===== config.mk =====
export PLATFORM = sky130hd
export DESIGN_NAME = wvb_hdr_serializer_flat
export DESIGN_NICKNAME = d
export VERILOG_FILES = /design/src/rtl/wvb_hdr_pkg.sv /design/src/rtl/wvb_hdr_serializer_if.sv /design/src/rtl/wvb_hdr_field_split.sv /design/src/rtl/wvb_hdr_serializer.sv /design/src/flat_wrapper.sv
export SDC_FILE = /design/constraint.sdc
export NUM_CORES = 1
export LEC_CHECK = 0
export CAP_MARGIN = 10
export CORE_UTILIZATION = 35
export DETAILED_ROUTE_END_ITERATION = 16
export GPL_ROUTABILITY_DRIVEN = 0
export SLEW_MARGIN = 20
export SYNTH_ARGS = -nofsm -noshare
export SYNTH_HDL_FRONTEND = slang
export SYNTH_HIERARCHICAL = 1
export SYNTH_SLANG_ARGS = --single-unit
export TNS_END_PERCENT = 20

===== constraint.sdc =====
create_clock -name clk -period 7.32 [get_ports clk]
set_input_delay 1.464 -clock clk [delete_from_list [all_inputs] [get_ports clk]]
set_output_delay 1.464 -clock clk [all_outputs]
set_load 0.05 [all_outputs]

===== src/rtl/wvb_hdr_pkg.sv =====
// ---------------------------------------------------------------------------
// wvb_hdr_pkg
// Shared definitions for the waveform-buffer header serializer:
//   - fixed flag-field widths of the header bundle
//   - bit-offset helpers for every bundle field, given the generic widths
//   - derived widths: HDR_WIDTH and NWORDS
//   - FSM state type and state encodings
// Bundle layout, LSB first:
//   evt_ltc, start_addr, stop_addr, trig_src, cnst_run, pre_conf, sync_rdy,
//   bsum, bsum_len_sel, bsum_valid
// ---------------------------------------------------------------------------
package wvb_hdr_pkg;

  localparam int TRIG_SRC_W     = 2;
  localparam int CNST_RUN_W     = 1;
  localparam int PRE_CONF_W     = 5;
  localparam int SYNC_RDY_W     = 1;
  localparam int BSUM_LEN_SEL_W = 3;
  localparam int BSUM_VALID_W   = 1;

  // Sum of all fixed-width flag fields (13).
  localparam int FLAGS_W = TRIG_SRC_W + CNST_RUN_W + PRE_CONF_W + SYNC_RDY_W +
                           BSUM_LEN_SEL_W + BSUM_VALID_W;

  localparam int HDR_COUNT_W = 16;

  typedef logic [0:0] state_t;
  localparam state_t IDLE = 1'b0;
  localparam state_t SEND = 1'b1;

  function automatic int hdr_width(input int ltc_w, input int addr_w, input int bsum_w);
    return ltc_w + 2 * addr_w + bsum_w + FLAGS_W;
  endfunction

  function automatic int off_start_addr(input int ltc_w);
    return ltc_w;
  endfunction

  function automatic int off_stop_addr(input int ltc_w, input int addr_w);
    return ltc_w + addr_w;
  endfunction

  function automatic int off_trig_src(input int ltc_w, input int addr_w);
    return ltc_w + 2 * addr_w;
  endfunction

  function automatic int off_cnst_run(input int ltc_w, input int addr_w);
    return off_trig_src(ltc_w, addr_w) + TRIG_SRC_W;
  endfunction

  function automatic int off_pre_conf(input int ltc_w, input int addr_w);
    return off_cnst_run(ltc_w, addr_w) + CNST_RUN_W;
  endfunction

  function automatic int off_sync_rdy(input int ltc_w, input int addr_w);
    return off_pre_conf(ltc_w, addr_w) + PRE_CONF_W;
  endfunction

  function automatic int off_bsum(input int ltc_w, input int addr_w);
    return off_sync_rdy(ltc_w, addr_w) + SYNC_RDY_W;
  endfunction

  function automatic int off_bsum_len_sel(input int ltc_w, input int addr_w, input int bsum_w);
    return off_bsum(ltc_w, addr_w) + bsum_w;
  endfunction

  function automatic int off_bsum_valid(input int ltc_w, input int addr_w, input int bsum_w);
    return off_bsum_len_sel(ltc_w, addr_w, bsum_w) + BSUM_LEN_SEL_W;
  endfunction

  // Payload is {pad, wfm_len[addr_w:0], bundle}; round up to whole words.
  function automatic int nwords(input int hdr_w, input int addr_w, input int word_w);
    return (hdr_w + addr_w + 1 + word_w - 1) / word_w;
  endfunction

endpackage


===== src/rtl/wvb_hdr_serializer_if.sv =====
// ---------------------------------------------------------------------------
// wvb_hdr_serializer_if
// Bundles the header-FIFO side and the word-stream side of the serializer.
//   hdr_bundle / hdr_valid / hdr_ready : header FIFO handshake
//   dout / dout_valid / dout_ready / dout_last : record word stream
//   busy, hdr_count : status
// Modports:
//   slave  - the serializer
//   master - the environment (FIFO + arbiter, or a testbench)
// ---------------------------------------------------------------------------
interface wvb_hdr_serializer_if
  import wvb_hdr_pkg::*;
#(
  parameter int ADDR_WIDTH = 11,
  parameter int LTC_WIDTH  = 49,
  parameter int BSUM_WIDTH = 19,
  parameter int WORD_WIDTH = 16
);

  localparam int HDR_WIDTH = hdr_width(LTC_WIDTH, ADDR_WIDTH, BSUM_WIDTH);

  logic [HDR_WIDTH-1:0]   hdr_bundle;
  logic                   hdr_valid;
  logic                   hdr_ready;
  logic [WORD_WIDTH-1:0]  dout;
  logic                   dout_valid;
  logic                   dout_ready;
  logic                   dout_last;
  logic                   busy;
  logic [HDR_COUNT_W-1:0] hdr_count;

  modport slave (
    input  hdr_bundle, hdr_valid, dout_ready,
    output hdr_ready, dout, dout_valid, dout_last, busy, hdr_count
  );

  modport master (
    output hdr_bundle, hdr_valid, dout_ready,
    input  hdr_ready, dout, dout_valid, dout_last, busy, hdr_count
  );

endinterface


===== src/rtl/wvb_hdr_field_split.sv =====
// ---------------------------------------------------------------------------
// wvb_hdr_field_split
// Purely combinational splitter of a header bundle into its fields.
// Ports:
//   hdr_bundle   in  HDR_WIDTH   packed header bundle
//   evt_ltc      out LTC_WIDTH   event local time counter
//   start_addr   out ADDR_WIDTH  waveform start address
//   stop_addr    out ADDR_WIDTH  waveform stop address
//   trig_src     out 2           trigger source
//   cnst_run     out 1           constant-run flag
//   pre_conf     out 5           pre-trigger configuration
//   sync_rdy     out 1           sync ready flag
//   bsum         out BSUM_WIDTH  baseline sum
//   bsum_len_sel out 3           baseline sum length select
//   bsum_valid   out 1           baseline sum valid
// ---------------------------------------------------------------------------
module wvb_hdr_field_split
  import wvb_hdr_pkg::*;
#(
  parameter int ADDR_WIDTH = 11,
  parameter int LTC_WIDTH  = 49,
  parameter int BSUM_WIDTH = 19,
  localparam int HDR_WIDTH = hdr_width(LTC_WIDTH, ADDR_WIDTH, BSUM_WIDTH)
) (
  input  logic [HDR_WIDTH-1:0]      hdr_bundle,
  output logic [LTC_WIDTH-1:0]      evt_ltc,
  output logic [ADDR_WIDTH-1:0]     start_addr,
  output logic [ADDR_WIDTH-1:0]     stop_addr,
  output logic [TRIG_SRC_W-1:0]     trig_src,
  output logic                      cnst_run,
  output logic [PRE_CONF_W-1:0]     pre_conf,
  output logic                      sync_rdy,
  output logic [BSUM_WIDTH-1:0]     bsum,
  output logic [BSUM_LEN_SEL_W-1:0] bsum_len_sel,
  output logic                      bsum_valid
);

  localparam int O_START = off_start_addr(LTC_WIDTH);
  localparam int O_STOP  = off_stop_addr(LTC_WIDTH, ADDR_WIDTH);
  localparam int O_TRIG  = off_trig_src(LTC_WIDTH, ADDR_WIDTH);
  localparam int O_CNST  = off_cnst_run(LTC_WIDTH, ADDR_WIDTH);
  localparam int O_PRE   = off_pre_conf(LTC_WIDTH, ADDR_WIDTH);
  localparam int O_SYNC  = off_sync_rdy(LTC_WIDTH, ADDR_WIDTH);
  localparam int O_BSUM  = off_bsum(LTC_WIDTH, ADDR_WIDTH);
  localparam int O_BSEL  = off_bsum_len_sel(LTC_WIDTH, ADDR_WIDTH, BSUM_WIDTH);
  localparam int O_BVLD  = off_bsum_valid(LTC_WIDTH, ADDR_WIDTH, BSUM_WIDTH);

  assign evt_ltc      = hdr_bundle[0 +: LTC_WIDTH];
  assign start_addr   = hdr_bundle[O_START +: ADDR_WIDTH];
  assign stop_addr    = hdr_bundle[O_STOP +: ADDR_WIDTH];
  assign trig_src     = hdr_bundle[O_TRIG +: TRIG_SRC_W];
  assign cnst_run     = hdr_bundle[O_CNST];
  assign pre_conf     = hdr_bundle[O_PRE +: PRE_CONF_W];
  assign sync_rdy     = hdr_bundle[O_SYNC];
  assign bsum         = hdr_bundle[O_BSUM +: BSUM_WIDTH];
  assign bsum_len_sel = hdr_bundle[O_BSEL +: BSUM_LEN_SEL_W];
  assign bsum_valid   = hdr_bundle[O_BVLD];

endmodule


===== src/rtl/wvb_hdr_serializer.sv =====
// ---------------------------------------------------------------------------
// wvb_hdr_serializer
// Pops one header bundle from the per-channel header FIFO, appends the
// derived waveform length and streams the record {pad, wfm_len, bundle} as
// WORD_WIDTH-bit words, LSB word first, towards the readout arbiter.
// Ports:
//   clk  in  system clock
//   rst  in  synchronous active-high reset (aborts a record in flight)
//   bus  slave modport of wvb_hdr_serializer_if:
//        hdr_bundle/hdr_valid/hdr_ready  header input handshake
//        dout/dout_valid/dout_ready      word output handshake
//        dout_last                       final word of the record
//        busy                            record in progress
//        hdr_count                       completed records (wraps)
// Build option:
//   WVB_HDR_SER_CHK_EN  when defined, one extra word equal to the XOR of all
//                       payload words follows the payload and carries
//                       dout_last.
// ---------------------------------------------------------------------------
module wvb_hdr_serializer
  import wvb_hdr_pkg::*;
#(
  parameter int ADDR_WIDTH = 11,
  parameter int LTC_WIDTH  = 49,
  parameter int BSUM_WIDTH = 19,
  parameter int WORD_WIDTH = 16
) (
  input logic                clk,
  input logic                rst,
  wvb_hdr_serializer_if.slave bus
);

  localparam int HDR_WIDTH = hdr_width(LTC_WIDTH, ADDR_WIDTH, BSUM_WIDTH);
  localparam int LEN_W     = ADDR_WIDTH + 1;
  localparam int NWORDS    = nwords(HDR_WIDTH, ADDR_WIDTH, WORD_WIDTH);
  localparam int PAY_W     = NWORDS * WORD_WIDTH;
`ifdef WVB_HDR_SER_CHK_EN
  localparam int NSEND     = NWORDS + 1;
`else
  localparam int NSEND     = NWORDS;
`endif
  localparam int IDX_W     = (NSEND > 1) ? $clog2(NSEND) : 1;
  localparam logic [IDX_W-1:0] LAST_IDX = IDX_W'(NSEND - 1);

  // Field extraction
  logic [LTC_WIDTH-1:0]      evt_ltc;
  logic [ADDR_WIDTH-1:0]     start_addr;
  logic [ADDR_WIDTH-1:0]     stop_addr;
  logic [TRIG_SRC_W-1:0]     trig_src;
  logic                      cnst_run;
  logic [PRE_CONF_W-1:0]     pre_conf;
  logic                      sync_rdy;
  logic [BSUM_WIDTH-1:0]     bsum;
  logic [BSUM_LEN_SEL_W-1:0] bsum_len_sel;
  logic                      bsum_valid;

  wvb_hdr_field_split #(
    .ADDR_WIDTH (ADDR_WIDTH),
    .LTC_WIDTH  (LTC_WIDTH),
    .BSUM_WIDTH (BSUM_WIDTH)
  ) u_split (
    .hdr_bundle   (bus.hdr_bundle),
    .evt_ltc      (evt_ltc),
    .start_addr   (start_addr),
    .stop_addr    (stop_addr),
    .trig_src     (trig_src),
    .cnst_run     (cnst_run),
    .pre_conf     (pre_conf),
    .sync_rdy     (sync_rdy),
    .bsum         (bsum),
    .bsum_len_sel (bsum_len_sel),
    .bsum_valid   (bsum_valid)
  );

  // Only the addresses matter here; the rest travels inside the raw bundle.
  logic unused_fields;
  assign unused_fields = ^{evt_ltc, trig_src, cnst_run, pre_conf, sync_rdy,
                           bsum, bsum_len_sel, bsum_valid};

  // Waveform length: the buffer is circular, so the span is taken modulo
  // the depth and a stop just below start gives the full depth.
  logic [ADDR_WIDTH-1:0] addr_span;
  logic [LEN_W-1:0]      wfm_len;

  always_comb begin
    addr_span = stop_addr - start_addr;
    wfm_len   = {1'b0, addr_span} + LEN_W'(1);
  end

  // State
  state_t                 state_q, state_d;
  logic [IDX_W-1:0]       idx_q, idx_d;
  logic [HDR_COUNT_W-1:0] hdr_count_q, hdr_count_d;
  logic [PAY_W-1:0]       payload_q, payload_d;

  logic hdr_ready_c;
  logic hdr_accept;
  logic word_xfer;
  logic last_word;

  always_comb begin
    // hdr_ready is held low while rst is high so nothing is popped from the
    // FIFO in a cycle whose effect reset would discard.
    hdr_ready_c = (state_q == IDLE) && !rst;
    hdr_accept  = hdr_ready_c && bus.hdr_valid;
    word_xfer   = (state_q == SEND) && bus.dout_ready;
    last_word   = (idx_q == LAST_IDX);

    state_d     = state_q;
    idx_d       = idx_q;
    hdr_count_d = hdr_count_q;
    payload_d   = payload_q;

    if (hdr_accept) begin
      state_d   = SEND;
      idx_d     = '0;
      payload_d = PAY_W'({wfm_len, bus.hdr_bundle});
    end else if (word_xfer) begin
      if (last_word) begin
        // Returning to IDLE forces at least one idle cycle between records.
        state_d     = IDLE;
        idx_d       = '0;
        hdr_count_d = hdr_count_q + HDR_COUNT_W'(1);
      end else begin
        idx_d = idx_q + IDX_W'(1);
      end
    end
  end

  always_ff @(posedge clk) begin
    if (rst) begin
      state_q     <= IDLE;
      idx_q       <= '0;
      hdr_count_q <= '0;
    end else begin
      state_q     <= state_d;
      idx_q       <= idx_d;
      hdr_count_q <= hdr_count_d;
    end
  end

  // Record register is data only; it is meaningless outside SEND.
  always_ff @(posedge clk) begin
    payload_q <= payload_d;
  end

  // Word selection
  logic [NSEND-1:0][WORD_WIDTH-1:0] words;
`ifdef WVB_HDR_SER_CHK_EN
  logic [WORD_WIDTH-1:0] chk_word;
`endif

  always_comb begin
    words = '0;
    for (int k = 0; k < NWORDS; k++) begin
      words[k] = payload_q[k*WORD_WIDTH +: WORD_WIDTH];
    end
`ifdef WVB_HDR_SER_CHK_EN
    chk_word = '0;
    for (int k = 0; k < NWORDS; k++) begin
      chk_word = chk_word ^ payload_q[k*WORD_WIDTH +: WORD_WIDTH];
    end
    words[NWORDS] = chk_word;
`endif
  end

  // dout is a pure function of registered state, so it is stable for as long
  // as the index is held by a stalled dout_ready.
  assign bus.hdr_ready  = hdr_ready_c;
  assign bus.busy       = (state_q == SEND);
  assign bus.dout_valid = (state_q == SEND);
  assign bus.dout_last  = (state_q == SEND) && last_word;
  assign bus.dout       = (state_q == SEND) ? words[idx_q] : '0;
  assign bus.hdr_count  = hdr_count_q;

endmodule


===== src/flat_wrapper.sv =====
// flat-port wrapper written by rule: the top's interface ports become plain ports
module wvb_hdr_serializer_flat import wvb_hdr_pkg::*;
#(
  parameter int ADDR_WIDTH = 11,
  parameter int LTC_WIDTH  = 49,
  parameter int BSUM_WIDTH = 19,
  parameter int WORD_WIDTH = 16
)
  (clk, rst, bus_hdr_bundle, bus_hdr_valid, bus_dout_ready, bus_hdr_ready, bus_dout, bus_dout_valid, bus_dout_last, bus_busy, bus_hdr_count);
  wvb_hdr_serializer_if #(.ADDR_WIDTH(ADDR_WIDTH), .LTC_WIDTH(LTC_WIDTH), .BSUM_WIDTH(BSUM_WIDTH), .WORD_WIDTH(WORD_WIDTH)) bus_i ();
  input logic clk;
  input logic rst;
  input wire logic [$bits(bus_i.hdr_bundle)-1:0] bus_hdr_bundle;
  input wire logic [$bits(bus_i.hdr_valid)-1:0] bus_hdr_valid;
  input wire logic [$bits(bus_i.dout_ready)-1:0] bus_dout_ready;
  output wire logic [$bits(bus_i.hdr_ready)-1:0] bus_hdr_ready;
  output wire logic [$bits(bus_i.dout)-1:0] bus_dout;
  output wire logic [$bits(bus_i.dout_valid)-1:0] bus_dout_valid;
  output wire logic [$bits(bus_i.dout_last)-1:0] bus_dout_last;
  output wire logic [$bits(bus_i.busy)-1:0] bus_busy;
  output wire logic [$bits(bus_i.hdr_count)-1:0] bus_hdr_count;
  assign bus_i.hdr_bundle = bus_hdr_bundle;
  assign bus_i.hdr_valid = bus_hdr_valid;
  assign bus_i.dout_ready = bus_dout_ready;
  assign bus_hdr_ready = bus_i.hdr_ready;
  assign bus_dout = bus_i.dout;
  assign bus_dout_valid = bus_i.dout_valid;
  assign bus_dout_last = bus_i.dout_last;
  assign bus_busy = bus_i.busy;
  assign bus_hdr_count = bus_i.hdr_count;
  wvb_hdr_serializer #(.ADDR_WIDTH(ADDR_WIDTH), .LTC_WIDTH(LTC_WIDTH), .BSUM_WIDTH(BSUM_WIDTH), .WORD_WIDTH(WORD_WIDTH)) u_core (.clk(clk), .rst(rst), .bus(bus_i));
endmodule

Yosys cells after proc, flatten, opt, wreduce, memory -nomap -nowiden

Cells that the tools add are included.

Bits in registers: 135
Input bits: 107
Output and inout bits: 36
Word-level logic and storage cells: 29

$add $sub $neg: 4
Order comparisons: 1
Equal/unequal tests: 1
Mux-type cells: 7
Bitwise gates (word level): 2
Reduce and logical (&&, ||, !) cells: 10

Operators with widths:

| cell                                                                 | number |
|---|---|
| 16-bit binary-select mux with 3-bit select                           | 1 |
| 16-bit two-way mux                                                   | 2 |
| 16-bit by 1-bit adder with 16-bit output, second input constant      | 1 |
| 11-bit by 1-bit adder with 12-bit output, second input constant      | 1 |
| 11-bit subtractor                                                    | 1 |
| 1-bit logical AND                                                    | 4 |
| 3-bit by 4-bit < comparator with 1-bit output, second input constant | 1 |
| 2-bit nonzero test                                                   | 2 |
| 3-bit by 1-bit adder with 3-bit output, second input constant        | 1 |
| 3-bit equality test, second input constant                           | 1 |
| 1-bit two-way mux                                                    | 3 |
| 3-bit two-way mux                                                    | 1 |
| 3-bit AND reduction                                                  | 1 |
| 1-bit NOT                                                            | 2 |
| 2-bit AND reduction                                                  | 1 |
| 2-bit OR reduction                                                   | 1 |
| 1-bit logical NOT                                                    | 1 |

Longest topological paths before layout

Gate-level depths: netlist of the first run.

Word-level depth: 5
Mapped depth: 12
Depth with buffers taken out: 11

Modules after synthesis

Netlist of the first run, hierarchy kept.

By module, submodules not included:

| module              | times used | cells each | area each (um^2) | sequential area each (um^2) |
|---|---|---|---|---|
| wvb_hdr_serializer  | 1          | 416        | 6099.6           | 3853.7 |
| wvb_hdr_field_split | 1          | 103        | 773.2            | 0.0 |

Worst setup path after synthesis of the first run

OpenSTA, ideal clock, no wires.

Kind: input port to flip-flop
Start: in rst
End: reg u_core.payload_q[0], enable pin
Setup time: 487 ps
Data arrival time: 4908 ps
Data required time: 6833 ps
Path slack: 1925 ps
Cell stages on the path: 2
Buffers on the path: 0
Cell sequence: nor2_1 > and2_1

Word-level cells in the longest chain between the ends: 3

RTL lines:

| element                | RTL line                  | source |
|---|---|---|
| start: declaration     | flat_wrapper.sv:12        | `input logic rst;` |
| 1-bit logical NOT      | wvb_hdr_serializer.sv:104 | `hdr_ready_c = (state_q == IDLE) && !rst;` |
| 1-bit logical AND      | wvb_hdr_serializer.sv:104 |  |
| 1-bit logical AND      | wvb_hdr_serializer.sv:105 | `hdr_accept = hdr_ready_c && bus.hdr_valid;` |
| net u_core.hdr_accept  | wvb_hdr_serializer.sv:97  | `logic hdr_accept;` |
| end signal: assignment | wvb_hdr_serializer.sv:144 | `payload_q <= payload_d;` |
| end: declaration       | wvb_hdr_serializer.sv:94  | `logic [PAY_W-1:0] payload_q, payload_d;` |

The timed path passes the listed nets, and every way through them passes these cells.
A chain may end at the register's enable or synchronous reset.

Worst setup path in the final report of the first run

Start: reg u_core.idx_q[1]
End: out bus_dout[3]

Word-level cells in the longest chain between the ends: 3

RTL lines:

| element                                    | RTL line                  | source |
|---|---|---|
| start: declaration                         | wvb_hdr_serializer.sv:92  | `logic [IDX_W-1:0] idx_q, idx_d;` |
| start signal: assignment                   | wvb_hdr_serializer.sv:137 | `idx_q <= idx_d;` |
| 16-bit binary-select mux with 3-bit select | wvb_hdr_serializer.sv:173 | `assign bus.dout = (state_q == SEND) ? words[idx_q] : '0;` |
| 16-bit two-way mux (implied by the code)   | wvb_hdr_serializer.sv:173 |  |
| 16-bit two-way mux                         | wvb_hdr_serializer.sv:173 |  |
| end: declaration                           | flat_wrapper.sv:17        | `output wire logic [$bits(bus_i.dout)-1:0] bus_dout;` |

Every way passes these cells. The select of a mux whose other input is x is not followed.

==> reports/qor.csv, run 1 <==
stage;metric;value;unit
layout;syn_to_final_growth;33.79;%
layout;post-route-cell-area;8382;µm²
detailed_routing;routedWlPerCell;17.52;µm
power;ir_drop;0.1538;mV
layout;multi_input_area;2082;µm²
layout;seq_area;3859;µm²
setup_path;critPathRequiredTime;5.86;ns
setup_path;crit_path_cell_trace;nor2b_1, nand2_1, o211ai_1, o211a_1, clkdlybuf4s50_1;
setup_path;critPathMaxFanout;36;
floorplan;die_area;18440;µm²
global_route;grt_start_max_net_pins;67;
sta;hold_slack;0.5094;ns
layout;final_core_util;48.13;%
sta;setup-tns-final;0;ns
setup_path;cp-end-kind;output pin;
detailed_routing;routed_via_density;4.866;
setup_path;rr_startpoint;u_core/idx_q[1]$_SDFFE_PP0P_;
detailed_routing;drt_first_pass_iters;4;
detailed_routing;drc;0;
placement;place_inst;764;
global_route;antenna_found_initial;0;
clock_tree;cts_buffers;17;
layout;mostFrequentLayoutCell;clkdlybuf4s50_1;
yosys;syn_avg_cell_area;14.30;µm²
global_route;grt_pass1_vias;4035;
yosys;syn_area;6265;µm²
sta;slew_headroom;35.39;%
sta;setup_viol_count_final;0;
clock_tree;cts_tree;yes;
layout;antennaDiodeCount;0;
run;max_cap_violations;0;
sta;period_share;67.57;%
detailed_routing;routed_wl;13950;µm
floorplan;core;17420;µm²
layout;finalNetCount;680;
detailed_routing;ant_nets;0;
setup_path;worst_ep_arrival_time;3.48;ns
setup_path;crit_family;simple AND/OR/NAND/NOR gates;
clock_tree;clock_sinks;135;
global_route;grt_overflow;0;
floorplan;die_h;135.8;µm
sta;slew_viol_final;0;
sta;skew;0.004031;ns
detailed_routing;vias;3873;
clock_tree;clkTransAtPathRegs;0.06;ns
setup_path;path_buf_inv;1;
setup_path;cp_slowest_cell;dfxtp_2;
setup_path;crit_path_max_incr_delay;0.91;ns
yosys;synthCells;438;
setup_path;critPathLaunchType;flip-flop;
global_route;grt_pass1_wl;21760;µm
sta;hold_viol;0;
floorplan;die-width;135.8;µm
clock_tree;clock-root-buffer;clkbuf_16;
yosys;syn_nets;560;
clock_tree;clk_path_buf_depth;2;
layout;final_cell_mix;clkdlybuf4s50_1, edfxtp_1, nor2_1;
sta;rsz0062_at_grt;no;
sta;worstMarginPinSlew;0.9672;ns
floorplan;row_count;48;
power;powerDensity;245.7;nW/µm²
placement;numPortBuffers;142;
sta;final.min_clock_period;4.946;ns
worst_hold_path;hp-start;u_core/bus.hdr_count[9]$_SDFFE_PP0P_;
clock_tree;postCtsSetupBuffers;0;
clock_tree;post_cts_resize_count;0;
setup_path;crit_start;u_core/idx_q[1]$_SDFFE_PP0P_;
layout;instances_no_fill;796;
floorplan;ioPinCount;143;
layout;drive_gt1_share;12.26;%
worst_hold_path;min_path_type;reg2reg;
run_status;status;finished, final reports clean;
power;leakage;0.002941;µW
placement;place_area;7720;µm²
placement;hpwl;9970;µm
sta;fmax;202.2;MHz
floorplan;floorplan.initialDensity;35.97;%
detailed_routing;drtIter0Drc;230;
setup_path;crit_type;reg2out;
clock_tree;insertion_delay;0.42;ns
layout;nFillCells;1549;
clock_tree;h-tree-depth;4;
global_route;grt_usage;16.28;%
clock_tree;cts_hold_buf;0;
yosys;yosysWarningCount;6;
==> layer usage <==
metal,part of all wire [%],GRT usage (%)
met1,43,19.65
met2,50,27.35
met3,5.4,4.602
met4,1.4,6.367
met5,0,0
==> flip-flops by register name, summed over array words and instances, names as in the netlist <==
name and count:
u_core/bus.busy 1, u_core/bus.hdr_count 16, u_core/idx_q 3, u_core/payload_q 115
==> where the power goes <==
| group | internal, µW | total [µW] | leakage, µW | switching (µW) |
|---|---|---|---|---|
| combinational | 114 | 228 | 0.00140 | 114 |
| sequential | 871 | 883 | 0.00123 | 11.5 |
| clock | 635 | 949 | 0.000315 | 313 |
| total | 1620 | 2060 | 0.00294 | 438 |
==> layout make-up <==
cell class | count | area share, %
tap | 225 | 3.359
timing repair buffer | 144 | 17.14
clock buffer | 18 | 5.120
sequential | 135 | 46.04
multi-input combinational | 243 | 24.84
clock inverter | 14 | 2.747
inverter | 17 | 0.7613
==> through the flow <==
step / power, µW / worst slack (ns)
6_report: 2059 / 2.374
5_1_grt: 2136 / 2.102
4_1_cts: 2085 / 2.285
3_5_place_dp: 1129 / 2.457
3_3_place_gp: 1126 / 2.492
2_1_floorplan: 1037 / 1.925
==> worst paths after layout <==
path                                                               to  slack (ns)  cells past startpoint
worst max-delay path                                      bus_dout[3]        2.37                      5
worst min-delay path             u_core/bus.hdr_count[9]$_SDFFE_PP0P_        0.51                      2
worst max register to register  u_core/bus.hdr_count[13]$_SDFFE_PP0P_        4.50                      9
worst min register to register   u_core/bus.hdr_count[9]$_SDFFE_PP0P_        0.51                      2
==> worst reg2reg max path, delay by kind of cell, from the launching register on <==
kind / cells / cell delay, ns
DFF: 1 / 0.91
adders and majority gates: 2 / 0.46
and+or+nand+nor: 6 / 1.14
xor gates and xnor gates: 1 / 0.16
Note: power is estimated with default switching activity, not from simulation.
==> run 2: changes to the inputs <==
==> constraint.sdc (replaced) <==
create_clock -name clk -period 4.85 [get_ports clk]
set_input_delay 0.97 -clock clk [delete_from_list [all_inputs] [get_ports clk]]
set_output_delay 0.97 -clock clk [all_outputs]
set_load 0.05 [all_outputs]
==> reports/qor.csv, run 2 (synthesized netlist as in run 1, its figures left out) <==
stage;metric;value;unit;change
detailed_routing;routed_via_density;4.814;;-1.1%
setup_path;crit_cells;5;;unchanged
run;max_cap_violations;0;;unchanged
layout;post-route-cell-area;8368;µm²;-0.16%
clock_tree;h-tree-depth;4;;unchanged
floorplan;die-width;135.8;µm;unchanged
sta;slew_headroom;39.80;%;+4.4 points
floorplan;die_h;135.8;µm;unchanged
clock_tree;post_cts_resize_count;0;;unchanged
layout;regMostFlops;u_core/payload_q;;
sta;fmax;250.5;MHz;
global_route;antenna_found_initial;0;;unchanged
setup_path;rr_worst_depth;10;;+1
setup_path;critPathRequiredTime;3.88;ns;-1.98 ns
setup_path;cp_slowest_cell;clkdlybuf4s50_1;;
layout;final_cell_mix;clkdlybuf4s50_1, edfxtp_1, nor2_1;;
layout;nFillCells;1517;;-2.1%
setup_path;cp-end-kind;output pin;;
power;p_clk_share;43.9;%;-2.2 points
setup_path;critPathLaunchType;flip-flop;;
sta;rsz0062_at_grt;no;;
placement;dp_slack;0.9554;ns;-1.501 ns
placement;place_inst;768;;+0.52%
clock_tree;postCtsSetupBuffers;0;;unchanged
global_route;grt_overflow;0;;unchanged
setup_path;r2r_end;u_core/bus.hdr_count[15]$_SDFFE_PP0P_;;
power;power.net_switching;693.4;µW;+58%
detailed_routing;routedWlPerCell;17.53;µm;about the same
setup_path;rr_startpoint;u_core/idx_q[0]$_SDFFE_PP0P_;;
clock_tree;cts_buffers;17;;unchanged
floorplan;die_area;18440;µm²;unchanged
setup_path;crit_type;reg2out;;
global_route;grt_usage;16.23;%;-0.048 points
setup_path;crit_family;simple AND/OR/NAND/NOR gates;;
detailed_routing;drtIter0Drc;199;;-13%
layout;antennaDiodeCount;0;;unchanged
sta;setup_viol_count_final;0;;unchanged
layout;instances_no_fill;800;;+0.50%
run_status;status;finished, final reports clean;;
setup_path;crit_path_cell_trace;nor2b_1, nand2_1, o211ai_1, o211a_1, clkdlybuf4s50_1;;
power;power_frac_comb;11.4;%;+0.3 points
floorplan;row_count;48;;unchanged
setup_path;crit_start;u_core/idx_q[0]$_SDFFE_PP0P_;;
clock_tree;clock-root-buffer;clkbuf_16;;
sta;slew_viol_final;0;;unchanged
setup_path;worst_ep_arrival_time;3.02;ns;-0.46 ns
worst_hold_path;min_path_type;reg2reg;;
sta;setup_ws;0.8578;ns;-1.516 ns
sta;final.min_clock_period;3.992;ns;
global_route;grt_start_max_net_pins;43;;-36%
sta;hold_viol;0;;unchanged
sta;worstMarginPinSlew;0.9011;ns;-0.06605 ns
detailed_routing;ant_nets;0;;unchanged
clock_tree;clkTransAtPathRegs;0.06;ns;about the same
setup_path;reg2reg_slack;2.01;ns;-2.49 ns
clock_tree;cts_tree;yes;;
placement;hpwl;10010;µm;+0.41%
clock_tree;cts_hold_buf;0;;unchanged
power;internal-power;2299;µW;+42%
layout;finalNetCount;684;;+0.59%
detailed_routing;vias;3851;;-0.57%
global_route;grt_pass1_wl;21750;µm;about the same
detailed_routing;routed_wl;14020;µm;+0.54%
layout;drive_gt1_share;12.87;%;+0.61 points
power;ir_drop;0.2492;mV;+62%
setup_path;critPathMaxFanout;29;;-19%
setup_path;cp-endpoint;bus_dout[9];;
power;leakage;0.002932;µW;-0.30%
detailed_routing;drt_first_pass_iters;4;;unchanged
detailed_routing;drc;0;;unchanged
floorplan;core;17420;µm²;unchanged
placement;place_area;7762;µm²;+0.55%
sta;setup-tns-final;0;ns;unchanged
layout;mostFrequentLayoutCell;clkdlybuf4s50_1;;
floorplan;ioPinCount;143;;unchanged
setup_path;path_buf_inv;1;;unchanged
power;switching_share;23.17;%;+1.9 points
placement;numPortBuffers;142;;unchanged
clock_tree;clock_sinks;135;;unchanged
layout;syn_to_final_growth;33.57;%;
power;seq_power_share;44.7;%;+1.8 points
clock_tree;clk_path_buf_depth;2;;unchanged
global_route;grt_pass1_vias;3982;;-1.3%
layout;largest_register_ff_count;115;;unchanged
floorplan;floorplan.initialDensity;35.97;%;unchanged
sta;period_share;82.31;%;
power;powerDensity;357.6;nW/µm²;+46%
clock_tree;insertion_delay;0.41;ns;about the same
sta;skew;0.006690;ns;+0.002659 ns
setup_path;crit_path_max_incr_delay;0.80;ns;-0.11 ns
## run 2: cell count changes in the layout (fill, tap and decap cells not counted), sizes merged
cell | before | now
buf | 2 | 6
inv | 17 | 21
bufinv | 6 | 3
clkinv | 6 | 4
clkinvlp | 2 | 4
clkbuf | 18 | 17
## run 2: power by group through the flow
stage	combinational (µW)	clock (µW)	sequential, µW
2_1_floorplan	214	0	1350
3_3_place_gp	341	0	1360
3_5_place_dp	345	0	1360
4_1_cts	347	1340	1340
5_1_grt	371	1390	1340
6_report	342	1310	1340
## run 2: metrics by stage
step                util (%)  total power (µW)  hold slack, ns
CTS                    48.02              3027          0.5294
floorplan                  -              1563          0.6695
global route           48.05              3104          0.5730
detailed placement     44.57              1707          0.5117
finish                 48.05              2992          0.5194
global placement       44.57              1702          0.4921
## run 2: cell type report
type	count	area [µm²]	area share, %
Clock buffer	17	425.4	5.084
Timing Repair Buffer	148	1479	17.67
Multi-Input combinational cell	243	2082	24.88
Inverter	17	63.81	0.7626
Clock inverter	15	176.4	2.108
Sequential cell	135	3860	46.13
Tap cell	225	281.5	3.364
## run 2: layer usage
metal  part of all wire [%]  track usage [%]  wire (µm)  up-vias
met5                      0                0          0        -
met3                    6.0            4.265        844        6
met1                     43            20.22       6045     1858
met2                     50            27.47       7034      117
met4                   0.70            4.869         98        0
li1                       -                -          -     1870
## run 2: worst min-delay path by stage
stage                                                from                                     to  slack [ns]  depth (start not counted)
floorplan                    u_core/idx_q[2]$_SDFFE_PP0P_           u_core/idx_q[2]$_SDFFE_PP0P_        0.67                          3
global placement     u_core/bus.hdr_count[9]$_SDFFE_PP0P_   u_core/bus.hdr_count[9]$_SDFFE_PP0P_        0.49                          2
detailed placement  u_core/bus.hdr_count[15]$_SDFFE_PP0P_  u_core/bus.hdr_count[15]$_SDFFE_PP0P_        0.51                          2
CTS                 u_core/bus.hdr_count[15]$_SDFFE_PP0P_  u_core/bus.hdr_count[15]$_SDFFE_PP0P_        0.53                          2
global route        u_core/bus.hdr_count[10]$_SDFFE_PP0P_  u_core/bus.hdr_count[10]$_SDFFE_PP0P_        0.57                          2
finish              u_core/bus.hdr_count[15]$_SDFFE_PP0P_  u_core/bus.hdr_count[15]$_SDFFE_PP0P_        0.52                          2
## run 2: worst reg2reg max path, stage by stage (launching register included)
cell	delay (ns)
dfxtp_4	0.73
buf_4	0.30
ha_1	0.17
ha_1	0.18
and3_1	0.33
and4_1	0.32
nand2b_1	0.12
nor2_1	0.22
nand3_1	0.14
xor2_1	0.15
nor2_1	0.05
==> run 3: changes to the inputs <==
==> constraint.sdc (replaced) <==
create_clock -name clk -period 3.4 [get_ports clk]
set_input_delay 0.68 -clock clk [delete_from_list [all_inputs] [get_ports clk]]
set_output_delay 0.68 -clock clk [all_outputs]
set_load 0.05 [all_outputs]
==> reports/qor.csv, run 3 (synthesized netlist as in run 1, its figures left out) <==
stage;metric;value;unit;change
run_status;status;finished, final reports clean;;
floorplan;die_area;18440;µm²;unchanged
worst_hold_path;holdPathStages;2;;unchanged
power;power;4228;µW;+41%
sta;slew_headroom;42.83;%;+3.0 points
worst_hold_path;hp-start;u_core/bus.hdr_count[9]$_SDFFE_PP0P_;;
clock_tree;clock_sinks;135;;unchanged
setup_path;path_buf_inv;1;;unchanged
global_route;grt_use_met2;27.69;%;+0.23 points
layout;regMostFlops;u_core/payload_q;;
detailed_routing;routed_via_density;4.822;;+0.18%
detailed_routing;ant_nets;0;;unchanged
power;leakage;0.003047;µW;+3.9%
power;seq_power_share;44.9;%;+0.2 points
placement;hpwl;10520;µm;+5.1%
clock_tree;clk_path_buf_depth;2;;unchanged
setup_path;crit_path_max_incr_delay;0.75;ns;-0.05 ns
worst_hold_path;min_to;u_core/bus.hdr_count[9]$_SDFFE_PP0P_;;
clock_tree;cts_hold_buf;0;;unchanged
clock_tree;clkTransAtPathRegs;0.05;ns;about the same
layout;final_cell_mix;clkdlybuf4s50_1, edfxtp_1, nor2_1;;
setup_path;reg2reg_slack;0.90;ns;-1.11 ns
global_route;antenna_found_initial;0;;unchanged
layout;syn_to_final_growth;36.69;%;
clock_tree;h-tree-depth;4;;unchanged
setup_path;rr_worst_depth;8;;-2
setup_path;rr_startpoint;u_core/bus.busy$_SDFFE_PP0P_;;
power;power_frac_comb;12.9;%;+1.5 points
floorplan;core;17420;µm²;unchanged
sta;hold_viol;0;;unchanged
setup_path;critPathRequiredTime;2.72;ns;-1.16 ns
clock_tree;cts_tree;yes;;
floorplan;floorplan.initialDensity;35.97;%;unchanged
setup_path;critPathLaunchType;flip-flop;;
sta;skew;0.004896;ns;-0.001794 ns
setup_path;r2r_end;u_core/bus.hdr_count[15]$_SDFFE_PP0P_;;
power;internal-power;3302;µW;+44%
clock_tree;cts_buffers;17;;unchanged
sta;period_share;92.56;%;
sta;fmax;317.8;MHz;
layout;finalNetCount;695;;+1.6%
power;power.net_switching;926.5;µW;+34%
global_route;grt_pass1_vias;3989;;+0.18%
sta;setup_viol_count_final;0;;unchanged
setup_path;worst_ep_arrival_time;2.47;ns;-0.55 ns
setup_path;crit_path_cell_trace;nor2b_1, nand2_1, o211ai_1, o211a_1, buf_12;;
floorplan;ioPinCount;143;;unchanged
sta;slew_viol_final;0;;unchanged
setup_path;cp_slowest_cell;nor2b_1;;
sta;worstMarginPinSlew;0.8558;ns;-0.04535 ns
run;max_cap_violations;0;;unchanged
global_route;gr-max-usage-layer;met2;;
clock_tree;clock-root-buffer;clkbuf_16;;
layout;instances_no_fill;811;;+1.4%
power;switching_share;21.91;%;-1.3 points
floorplan;die-width;135.8;µm;unchanged
placement;dp_slack;-0.06550;ns;-1.021 ns
global_route;grtUsageMet1;20.80;%;+0.58 points
setup_path;crit_type;reg2out;;
power;ir_drop;0.3457;mV;+39%
detailed_routing;routedWlPerCell;17.76;µm;+1.3%
layout;drive_gt1_share;15.87;%;+3.0 points
sta;final.min_clock_period;3.147;ns;
global_route;grt_start_max_net_pins;43;;unchanged
detailed_routing;routed_wl;14400;µm;+2.7%
sta;hold_slack;0.5197;ns;+0.0002970 ns
detailed_routing;vias;3911;;+1.6%
layout;largest_register_ff_count;115;;unchanged
sta;setup_ws;0.2530;ns;-0.6048 ns
global_route;grt_usage;16.48;%;+0.25 points
global_route;grt_overflow;0;;unchanged
layout;antennaDiodeCount;0;;unchanged
detailed_routing;drt_first_pass_iters;4;;unchanged
placement;place_inst;779;;+1.4%
floorplan;die_h;135.8;µm;unchanged
sta;setup-tns-final;0;ns;unchanged
clock_tree;insertion_delay;0.41;ns;about the same
setup_path;crit_family;simple AND/OR/NAND/NOR gates;;
power;p_clk_share;42.1;%;-1.8 points
power;powerDensity;493.8;nW/µm²;+38%
setup_path;cp-end-kind;output pin;;
global_route;met3_usage;3.853;%;-0.41 points
placement;numPortBuffers;142;;unchanged
sta;rsz0062_at_grt;no;;
setup_path;critPathMaxFanout;15;;-48%
detailed_routing;drtIter0Drc;249;;+25%
layout;nFillCells;1532;;+0.99%
floorplan;row_count;48;;unchanged
worst_hold_path;min_path_type;reg2reg;;
layout;mostFrequentLayoutCell;clkdlybuf4s50_1;;
detailed_routing;drc;0;;unchanged
global_route;grt_pass1_wl;22040;µm;+1.3%
## run 3: cell count changes in the layout (fill, tap and decap cells not counted), moves of 4 or more
cell             previous run  this run
buf_12                      1        15
buf_4                       5        15
clkbuf_1                    0         4
clkdlybuf4s50_1           142       128
inv_6                       4         0
## run 3: worst max-delay path by stage
stage	startpoint	endpoint	slack, ns	depth (start not counted)
3_5_place_dp	bus_hdr_bundle[49]	u_core/payload_q[111]$_DFFE_PP_	-0.07	11
4_1_cts	u_core/idx_q[0]$_SDFFE_PP0P_	bus_dout[0]	0.002	4
3_3_place_gp	bus_hdr_bundle[49]	u_core/payload_q[111]$_DFFE_PP_	-0.01	11
6_report	u_core/idx_q[1]$_SDFFE_PP0P_	bus_dout[14]	0.25	5
5_1_grt	u_core/idx_q[1]$_SDFFE_PP0P_	bus_dout[12]	0.06	5
2_1_floorplan	bus_hdr_bundle[52]	u_core/payload_q[112]$_DFFE_PP_	0.44	10
## run 3: routing by layer
layer | share of wire, % | wire length [µm]
met3 | 4.8 | 686
met4 | 0.78 | 112
met1 | 44 | 6300
met2 | 51 | 7305
met5 | 0 | 0
## run 3: repair_timing
item | CTS | global route
cloned | 0 | 0
endpoints found under the setup margin | 1 | 3
gates resized for setup | 1 | 1
setup buffers | 0 | 0
## run 3: stage by stage
stage	cell area (µm²)	util, %
floorplan	6267	-
global placement	7985	45.85
detailed placement	7985	45.85
CTS	8561	49.15
global route	8563	49.17
finish	8563	49.17
## run 3: final cells by class
class                   instances  area (µm²)  area share, %
clock buffers                  21       440.4          5.143
clock inverters                11       131.4          1.534
inverters                      17       63.81         0.7452
multi-input cells             243        2082          24.31
flip-flops and latches        135        3859          45.06
well taps                     225       281.5          3.288
repair buffers                159        1705          19.92
## run 3: power by group through the flow
stage	Clock, µW	Combinational, µW	Sequential (µW)
global placement	0	539	1930
detailed placement	0	548	1940
CTS	1830	551	1900
finish	1780	547	1900
floorplan	0	306	1920
global route	1900	588	1910
## run 3: worst register-to-register path: cells and delay by family (launching register included)
family	cells	cell delay, ns
xor+xnor	1	0.14
flops	1	0.77
simple gates	6	1.16
buf+inv	1	0.32
